$ cat config.mk
export PLATFORM = sky130hd
export DESIGN_NAME = cofre_programavel
export DESIGN_NICKNAME = d
export VERILOG_FILES = /design/src/rtl/cofre_programavel.sv
export SDC_FILE = /design/constraint.sdc
export NUM_CORES = 1
export LEC_CHECK = 0
export CORE_UTILIZATION = 45
export DETAILED_ROUTE_END_ITERATION = 6
export PLACE_DENSITY = 0.7
export SLEW_MARGIN = 10
export SYNTH_ARGS = -nofsm -noshare
export SYNTH_HDL_FRONTEND = slang
export SYNTH_SLANG_ARGS = --single-unit
$ cat constraint.sdc
create_clock -name clk -period 6.2 [get_ports clk]
set_input_delay 1.24 -clock clk [delete_from_list [all_inputs] [get_ports clk]]
set_output_delay 1.24 -clock clk [all_outputs]
set_load 0.01 [all_outputs]
$ cat src/rtl/cofre_programavel.sv
// Programmable digit-code safe lock.
// Compares a PASS_LEN-digit code, entered one digit per clock, against a stored
// password. The password can be reprogrammed while the safe is open, and
// MAX_TRIES consecutive wrong codes put the lock into a timed lockout.
//
// Handshake: there is no valid/ready pair. A keypad entry is any clock edge on
// which digito is non-zero. Every output is registered and reflects the state
// entered on the previous edge.
//
// "program" is a reserved word in SystemVerilog, so that request input is
// named program_i. state_o exposes the FSM state for debug.
module cofre_programavel #(
    parameter int                            DIGIT_W      = 2,
    parameter int                            PASS_LEN     = 5,
    parameter logic [PASS_LEN*DIGIT_W-1:0]   DEFAULT_PASS = 10'b11_10_01_10_11,
    parameter int                            MAX_TRIES    = 3,
    parameter int                            LOCK_CYCLES  = 16
) (
    input  logic                             clk,
    input  logic                             reset,
    input  logic [DIGIT_W-1:0]               digito,
    input  logic                             program_i,
    output logic                             led,
    output logic                             prog_led,
    output logic                             alarm,
    output logic [$clog2(MAX_TRIES+1)-1:0]   tries,
    output logic [1:0]                       state_o
);

    localparam int IDX_W   = (PASS_LEN > 1) ? $clog2(PASS_LEN) : 1;
    localparam int TRIES_W = $clog2(MAX_TRIES + 1);
    localparam int TIMER_W = $clog2(LOCK_CYCLES + 1);
    localparam int PW      = PASS_LEN * DIGIT_W;

    localparam logic [IDX_W-1:0]   LAST_IDX = IDX_W'(PASS_LEN - 1);
    localparam logic [TRIES_W-1:0] MAX_T    = TRIES_W'(MAX_TRIES);
    localparam logic [TIMER_W-1:0] LOCK_T   = TIMER_W'(LOCK_CYCLES);
    localparam logic [TIMER_W-1:0] TIMER_1  = TIMER_W'(1);

    typedef enum logic [1:0] {
        S_ENTRY  = 2'd0,
        S_OPEN   = 2'd1,
        S_PROG   = 2'd2,
        S_LOCKED = 2'd3
    } state_t;

    state_t               state_q,    state_d;
    logic [IDX_W-1:0]     idx_q,      idx_d;
    logic                 mismatch_q, mismatch_d;
    logic [TRIES_W-1:0]   tries_q,    tries_d;
    logic [TIMER_W-1:0]   timer_q,    timer_d;
    logic [PW-1:0]        pass_q,     pass_d;
    logic [PW-1:0]        shadow_q,   shadow_d;
    logic                 led_q, prog_led_q, alarm_q;

    logic [DIGIT_W-1:0]   slot_digit;
    logic                 digit_vld;
    logic                 is_last;
    logic                 miss;

    // Select the stored password digit at position idx (slot 0 sits in the MSBs).
    always_comb begin
        slot_digit = '0;
        for (int s = 0; s < PASS_LEN; s++) begin
            if (idx_q == IDX_W'(s)) begin
                slot_digit = pass_q[(PASS_LEN-1-s)*DIGIT_W +: DIGIT_W];
            end
        end
    end

    // Next-state logic for the lock FSM and its datapath registers.
    always_comb begin
        state_d    = state_q;
        idx_d      = idx_q;
        mismatch_d = mismatch_q;
        tries_d    = tries_q;
        timer_d    = timer_q;
        pass_d     = pass_q;
        shadow_d   = shadow_q;
        miss       = 1'b0;
        digit_vld  = (digito != '0);
        is_last    = (idx_q == LAST_IDX);

        unique case (state_q)
            S_ENTRY: begin
                if (digit_vld) begin
                    // A wrong digit anywhere poisons the whole code; keep collecting.
                    miss = mismatch_q | (digito != slot_digit);
                    if (is_last) begin
                        idx_d      = '0;
                        mismatch_d = 1'b0;
                        if (!miss) begin
                            state_d = S_OPEN;
                            tries_d = '0;
                        end else if ((int'(tries_q) + 1) < MAX_TRIES) begin
                            tries_d = tries_q + 1'b1;
                        end else begin
                            state_d = S_LOCKED;
                            tries_d = MAX_T;
                            timer_d = LOCK_T;
                        end
                    end else begin
                        idx_d      = idx_q + 1'b1;
                        mismatch_d = miss;
                    end
                end
            end

            S_OPEN: begin
                // Program request wins; otherwise any key relocks and is dropped.
                if (program_i) begin
                    state_d = S_PROG;
                    idx_d   = '0;
                end else if (digit_vld) begin
                    state_d = S_ENTRY;
                end
            end

            S_PROG: begin
                if (digit_vld) begin
                    for (int s = 0; s < PASS_LEN; s++) begin
                        if (idx_q == IDX_W'(s)) begin
                            shadow_d[(PASS_LEN-1-s)*DIGIT_W +: DIGIT_W] = digito;
                        end
                    end
                    if (is_last) begin
                        // shadow_d already holds the final digit, so commit it directly.
                        pass_d  = shadow_d;
                        idx_d   = '0;
                        state_d = S_ENTRY;
                    end else begin
                        idx_d = idx_q + 1'b1;
                    end
                end
            end

            S_LOCKED: begin
                // Inputs are ignored; leave on the edge that sees the last count.
                if (timer_q == TIMER_1) begin
                    state_d = S_ENTRY;
                    tries_d = '0;
                    timer_d = '0;
                end else begin
                    timer_d = timer_q - 1'b1;
                end
            end

            default: begin
                state_d = S_ENTRY;
            end
        endcase
    end

    // State and datapath registers; outputs are registered from the next state.
    always_ff @(posedge clk or posedge reset) begin
        if (reset) begin
            state_q    <= S_ENTRY;
            idx_q      <= '0;
            mismatch_q <= 1'b0;
            tries_q    <= '0;
            timer_q    <= '0;
            pass_q     <= DEFAULT_PASS;
            shadow_q   <= '0;
            led_q      <= 1'b0;
            prog_led_q <= 1'b0;
            alarm_q    <= 1'b0;
        end else begin
            state_q    <= state_d;
            idx_q      <= idx_d;
            mismatch_q <= mismatch_d;
            tries_q    <= tries_d;
            timer_q    <= timer_d;
            pass_q     <= pass_d;
            shadow_q   <= shadow_d;
            led_q      <= (state_d == S_OPEN);
            prog_led_q <= (state_d == S_PROG);
            alarm_q    <= (state_d == S_LOCKED);
        end
    end

    assign led      = led_q;
    assign prog_led = prog_led_q;
    assign alarm    = alarm_q;
    assign tries    = tries_q;
    assign state_o  = state_q;

endmodule

Word-level counts from Yosys, hierarchy flattened:

Cells that the tools add are included.

* add/subtract/negate cells: 4
* magnitude comparators: 1
* eq/ne operators: 19
* muxes and demuxes: 37
* bitwise operators: 1
* reduce and logical (&&, ||, !) cells: 12

Operators with widths (number)
* $mux W2: 24
* $mux W5: 5
* $ne A2 B2 Y1 const B: 6
* $pmux W5 S2: 1
* $mux W3: 3
* $eq A2 B2 Y1 const B: 4
* $pmux W2 S4: 1
* $eq A3 B2 Y1 const B: 2
* $pmux W3 S2: 1
* $reduce_and A3 Y1: 2
* $reduce_bool A2 Y1: 3
* $eq A5 B1 Y1 const B: 1
* $reduce_and A5 Y1: 1
* $sub A5 B1 Y5 const B: 1
* $eq A2 B1 Y1 const B: 2
* $pmux W2 S2: 1
* $reduce_and A2 Y1: 2
* $reduce_and A4 Y1: 1
* $add A2 B1 Y3 const B: 1
* $add A3 B1 Y3 const B: 1
* $eq A3 B1 Y1 const B: 1
* $eq A3 B3 Y1 const B: 1
* $logic_not A3 Y1: 1
* $lt A3 B2 Y1 const B: 1
* 7 further kinds: 7

* flip-flop bits (word level): 36
* input bits: 5
* output and inout port bits: 7

Depth between registers and ports, before layout:

* depth after elaboration: 13
* mapped depth: 9

Least setup slack after synthesis:

No wires, ideal clock.

* path type: input to register
* from: input port digito[1]
* to: register tries_q[0] (netlist: tries[0])
* library setup time: 130 ps
* arrival: 2311 ps
* setup slack: 3758 ps
* stages: 4
* path buffers: 1
* path through: clkbuf_1 -> or4_4 -> a211oi_4 -> nor3_1

* cells in the longest elaborated chain, start to end: 6

RTL lines
* start: declaration: RTL line 21 `input logic [DIGIT_W-1:0] digito,`
* $ne A2 B2 Y1: RTL line 88 `miss = mismatch_q | (digito != slot_digit);`
* $or A1 B1 Y1: RTL line 88
* $mux W2: RTL line 92 `if (!miss) begin`
* $mux W2: RTL line 89 `if (is_last) begin`
* $mux W2: RTL line 86 `if (digit_vld) begin`
* $pmux W2 S2: RTL line 84 `unique case (state_q)`
* end signal: assignment: RTL line 171 `tries_q <= tries_d;`
* end: declaration: RTL line 50 `logic [TRIES_W-1:0] tries_q, tries_d;`

Several ways; a longest one is shown, not always the timed one. The select of a mux whose other input is x is not followed.
A chain may end at the register's enable or synchronous reset.

Worst setup path in the final report:

* from: input port digito[1]
* to: register timer_q[0]

* cells in the longest elaborated chain, start to end: 4

RTL lines
* $ne A2 B2 Y1: RTL line 88
* $or A1 B1 Y1: RTL line 88
* $ne A2 B2 Y1 (no line)
* $reduce_and A5 Y1 (no line) (*)
* end signal: assignment: RTL line 172 `timer_q <= timer_d;`
* end: declaration: RTL line 51 `logic [TIMER_W-1:0] timer_q, timer_d;`

Every way passes the cells marked *; elsewhere a longest branch is shown, timed or not.

==> key figures <==
Floorplan
  – FP Rows: 22
  – Initial Util: about half
  – IO Count: 12
  – Die W: between 60 and 70 um
  – Die Height: 65.6 um
  – Die area: around 4300 um^2
  – Core Area: 3770 um^2

Place
  – Dpl hpwl: 2.56 mm
  – PortBufs: 11
  – RePlAce Congestion: about 0.82
  – Placed cell count: between 200 and 250

Global route
  – GRT Overall Usage: a little under a fifth
  – GRT overflow: 0
  – Largest net degree at the start of global routing: 35
  – Vias in the first global route: about 1300
  – Global-route wire length before repair: ~6 mm
  – Initial antenna violation count: 0

Route
  – Post-DR wirelength/cell: about 15 um
  – Antenna Nets Post-Route: 0
  – Via count: roughly 1400
  – 1st-pass router iterations: 5
  – Final WL: ~3.5 mm
  – Residual DRC: 0
  – Vias per cell: between 5 and 6
  – Iter 0 DRT Violations: 80

Finish
  – Leading cell type in the layout, fill and taps excluded: dfrtp_1
  – Nets@finish: 200
  – Fin cells: ~240
  – # diodes: 0
  – Share of post-route cells with drive strength above 1: 21.2%
  – Area delta synth->final: 15.7%
  – Most frequent cells in the layout: dfrtp_1, nand2_1, mux2_2, o21ai_0, clkdlybuf4s50_1

Worst setup path
  – Data arrival, critical path: roughly 3200 ps
  – Reg2reg setup slack: approximately 3900 ps
  – R2r endpoint: tries[0]$_DFFE_PP0P_
  – Critical path class: primary input to register
  – CP required: about 6400 ps
  – R2R Path Start: idx_q[2]$_DFFE_PP0P_
  – CP endpoint kind: register
  – Cells on worst reg2reg path: 7
  – CP max FO: 10
  – Critical Path Start Type: primary input

Power
  – Cell Pwr Density: 484 nW/um^2
  – P_sw: about 0.00035 W
  – Net Sw Frac: between 30% and 40%
  – Leakage: 0.921 nW
  – Power share of the clock group: around 25%
  – Peak supply drop: 0.280 mV
  – P_int: roughly 0.00067 W
  – Combinational Power Share: about a third
  – Flop pwr share: 40.4%

Clocking
  – CTS Buf Count: 5
  – Clk buf depth: 2
  – Clk sinks: 34
  – CTS tree: done
  – Post-CTS Hold Buffers: 0
  – Setup Fix Bufs, Post-CTS: 0
  – Worst-path clk slew: about 70 ps
  – Clock Latency Late Sink: 290 ps
  – H-tree lvl count: 2
  – CTS Root Cell: clkbuf_8
  – Resized Gates After CTS: 0

STA
  – Worst-Margin Slew: roughly 530 ps
  – Final min period: just over 3000 ps
  – Slew Limit Fails: 0
  – RSZ-0062 raised after global routing: false
  – Relative slew slack: between 60% and 70%
  – Max Fclk: between 0.3 and 0.4 GHz
  – Tcrit/Tclk final: 49.0%
  – Sum of negative setup slack: 0 ps
  – Final hold vios: 0
  – Final Skew: about 10 ps
  – Final setup vio count: 0

Synth
  – Syn. warnings: 0
  – Syn_nets: ~190
  – Post-synth top area share: between 30% and 40%
  – Cell taking the most area after synthesis: dfrtp_1
  – Average cell area after synthesis: between 10 and 15 um^2
  – Register area share after synthesis: between 40% and 50%
  – Synth Instances: 177
  – #FFs+latches synth: 34
  – Synth top area cells: dfrtp_1, dfstp_2, mux2_2, ha_1, nand2_1
  – Post-synth EDFFs: 0
  – Distinct cells, synth: 44
  – Netlist Area Pre-Place: approximately 1800 um^2
  – Top_reg_cell synth: dfrtp_1
  – Post-synth ARST share: 100%

Worst hold path
  – Worst Hold End: shadow_q[2]$_DFFE_PP0P_
  – HP Start: shadow_q[2]$_DFFE_PP0P_
  – Hold crit path type: register to register
  – Hold Crit Depth: 2

Run
  – Max_cap viols: 0

Run status
  – Status: complete, no violations
==> metal layers <==
layer | track usage (%) | share of wire [%] | routed length, um | vias to the layer above
met4 | 8.15 | 1.5 | 53 | 0
li1 | - | - | - | 660
met3 | 5.90 | 3.4 | 120 | 4
met2 | 32.4 | 49 | 1760 | 28
met5 | 0 | 0 | 0 | -
met1 | 22.1 | 46 | 1620 | 673
==> worst max-delay path, stage by stage <==
cell and delay (ps):
clkdlybuf4s50_1 700, nor2_1 180, nor4_1 480, and2_1 320
and3_1 220, a211oi_2 50
==> registers in the layout (all words and copies together) (netlist names) <==
name,flops
alarm,1
state_o,2
mismatch_q,1
led,1
tries,2
pass_q,10
shadow_q,8
idx_q,3
prog_led,1
timer_q,5
==> final cells by class <==
type	instances	area, um^2
Fill cell	339	1660
Timing Repair Buffer	12	118
Inverter	6	22.5
Clock inverter	2	60.1
Tap cell	48	60.1
Sequential cell	34	860
Multi-Input combinational cell	129	906
Clock buffer	6	82.6
==> cells in the mapped netlist, types with 2 or more instances <==
master	number
mux2_2	14
dfrtp_1	27
dfstp_2	7
o21ai_0	11
inv_1	6
buf_2	3
o211a_1	2
nor2_1	8
a21oi_1	8
clkbuf_1	5
nand2_1	19
and3_1	2
nand3_1	6
nand3b_1	2
a22o_1	2
a21o_1	4
nand2b_1	2
nor2b_1	5
nor3_1	7
o22ai_1	2
mux2i_1	3
ha_1	7
o21ai_1	4
==> power by group through the flow <==
stage               Sequential, W  Clock [W]  Combinational (W)
finish                   0.000412   0.000252           0.000356
global route             0.000425   0.000266           0.000397
CTS                      0.000411   0.000256           0.000360
detailed placement       0.000416          0           0.000360
global placement         0.000410          0           0.000346
floorplan                0.000382          0           0.000285
==> per-stage QoR <==
step                hold WS, ps  power (W)  area (um^2)  worst slack, ps  util (%)
finish                      477    0.00102         2110             3160      55.9
global route                515    0.00109         2110             3020      55.9
CTS                         486    0.00103         2110             3200      55.9
detailed placement          469   0.000775         1970             2910      52.1
global placement            464   0.000756         1970             2980      52.1
floorplan                   444   0.000667         1820             3760         -
==> worst max-delay path by stage <==
| stage | from | endpoint | slack (ps) |
|---|---|---|---|
| 4_1_cts | digito[0] | timer_q[0]$_DFFE_PP0P_ | 3200 |
| 5_1_grt | digito[0] | timer_q[0]$_DFFE_PP0P_ | 3020 |
| 3_3_place_gp | digito[0] | pass_q[5]$_DFFE_PP0P_ | 2980 |
| 6_report | digito[1] | timer_q[0]$_DFFE_PP0P_ | 3160 |
| 3_5_place_dp | digito[0] | timer_q[0]$_DFFE_PP0P_ | 2910 |
| 2_1_floorplan | digito[1] | tries[0]$_DFFE_PP0P_ | 3760 |
==> cells by family (layout without fill, tap and decap cells) <==
logic type | after synthesis | after routing | synth area share (%)
simple gates | 62 | 62 | 18.1
compound gates | 43 | 43 | 16.6
flops | 34 | 34 | 47.2
mux | 17 | 17 | 10.3
buf+inv | 14 | 26 | 3.09
fa+ha+maj | 7 | 7 | 4.81
(Power assumes the default switching activity.)
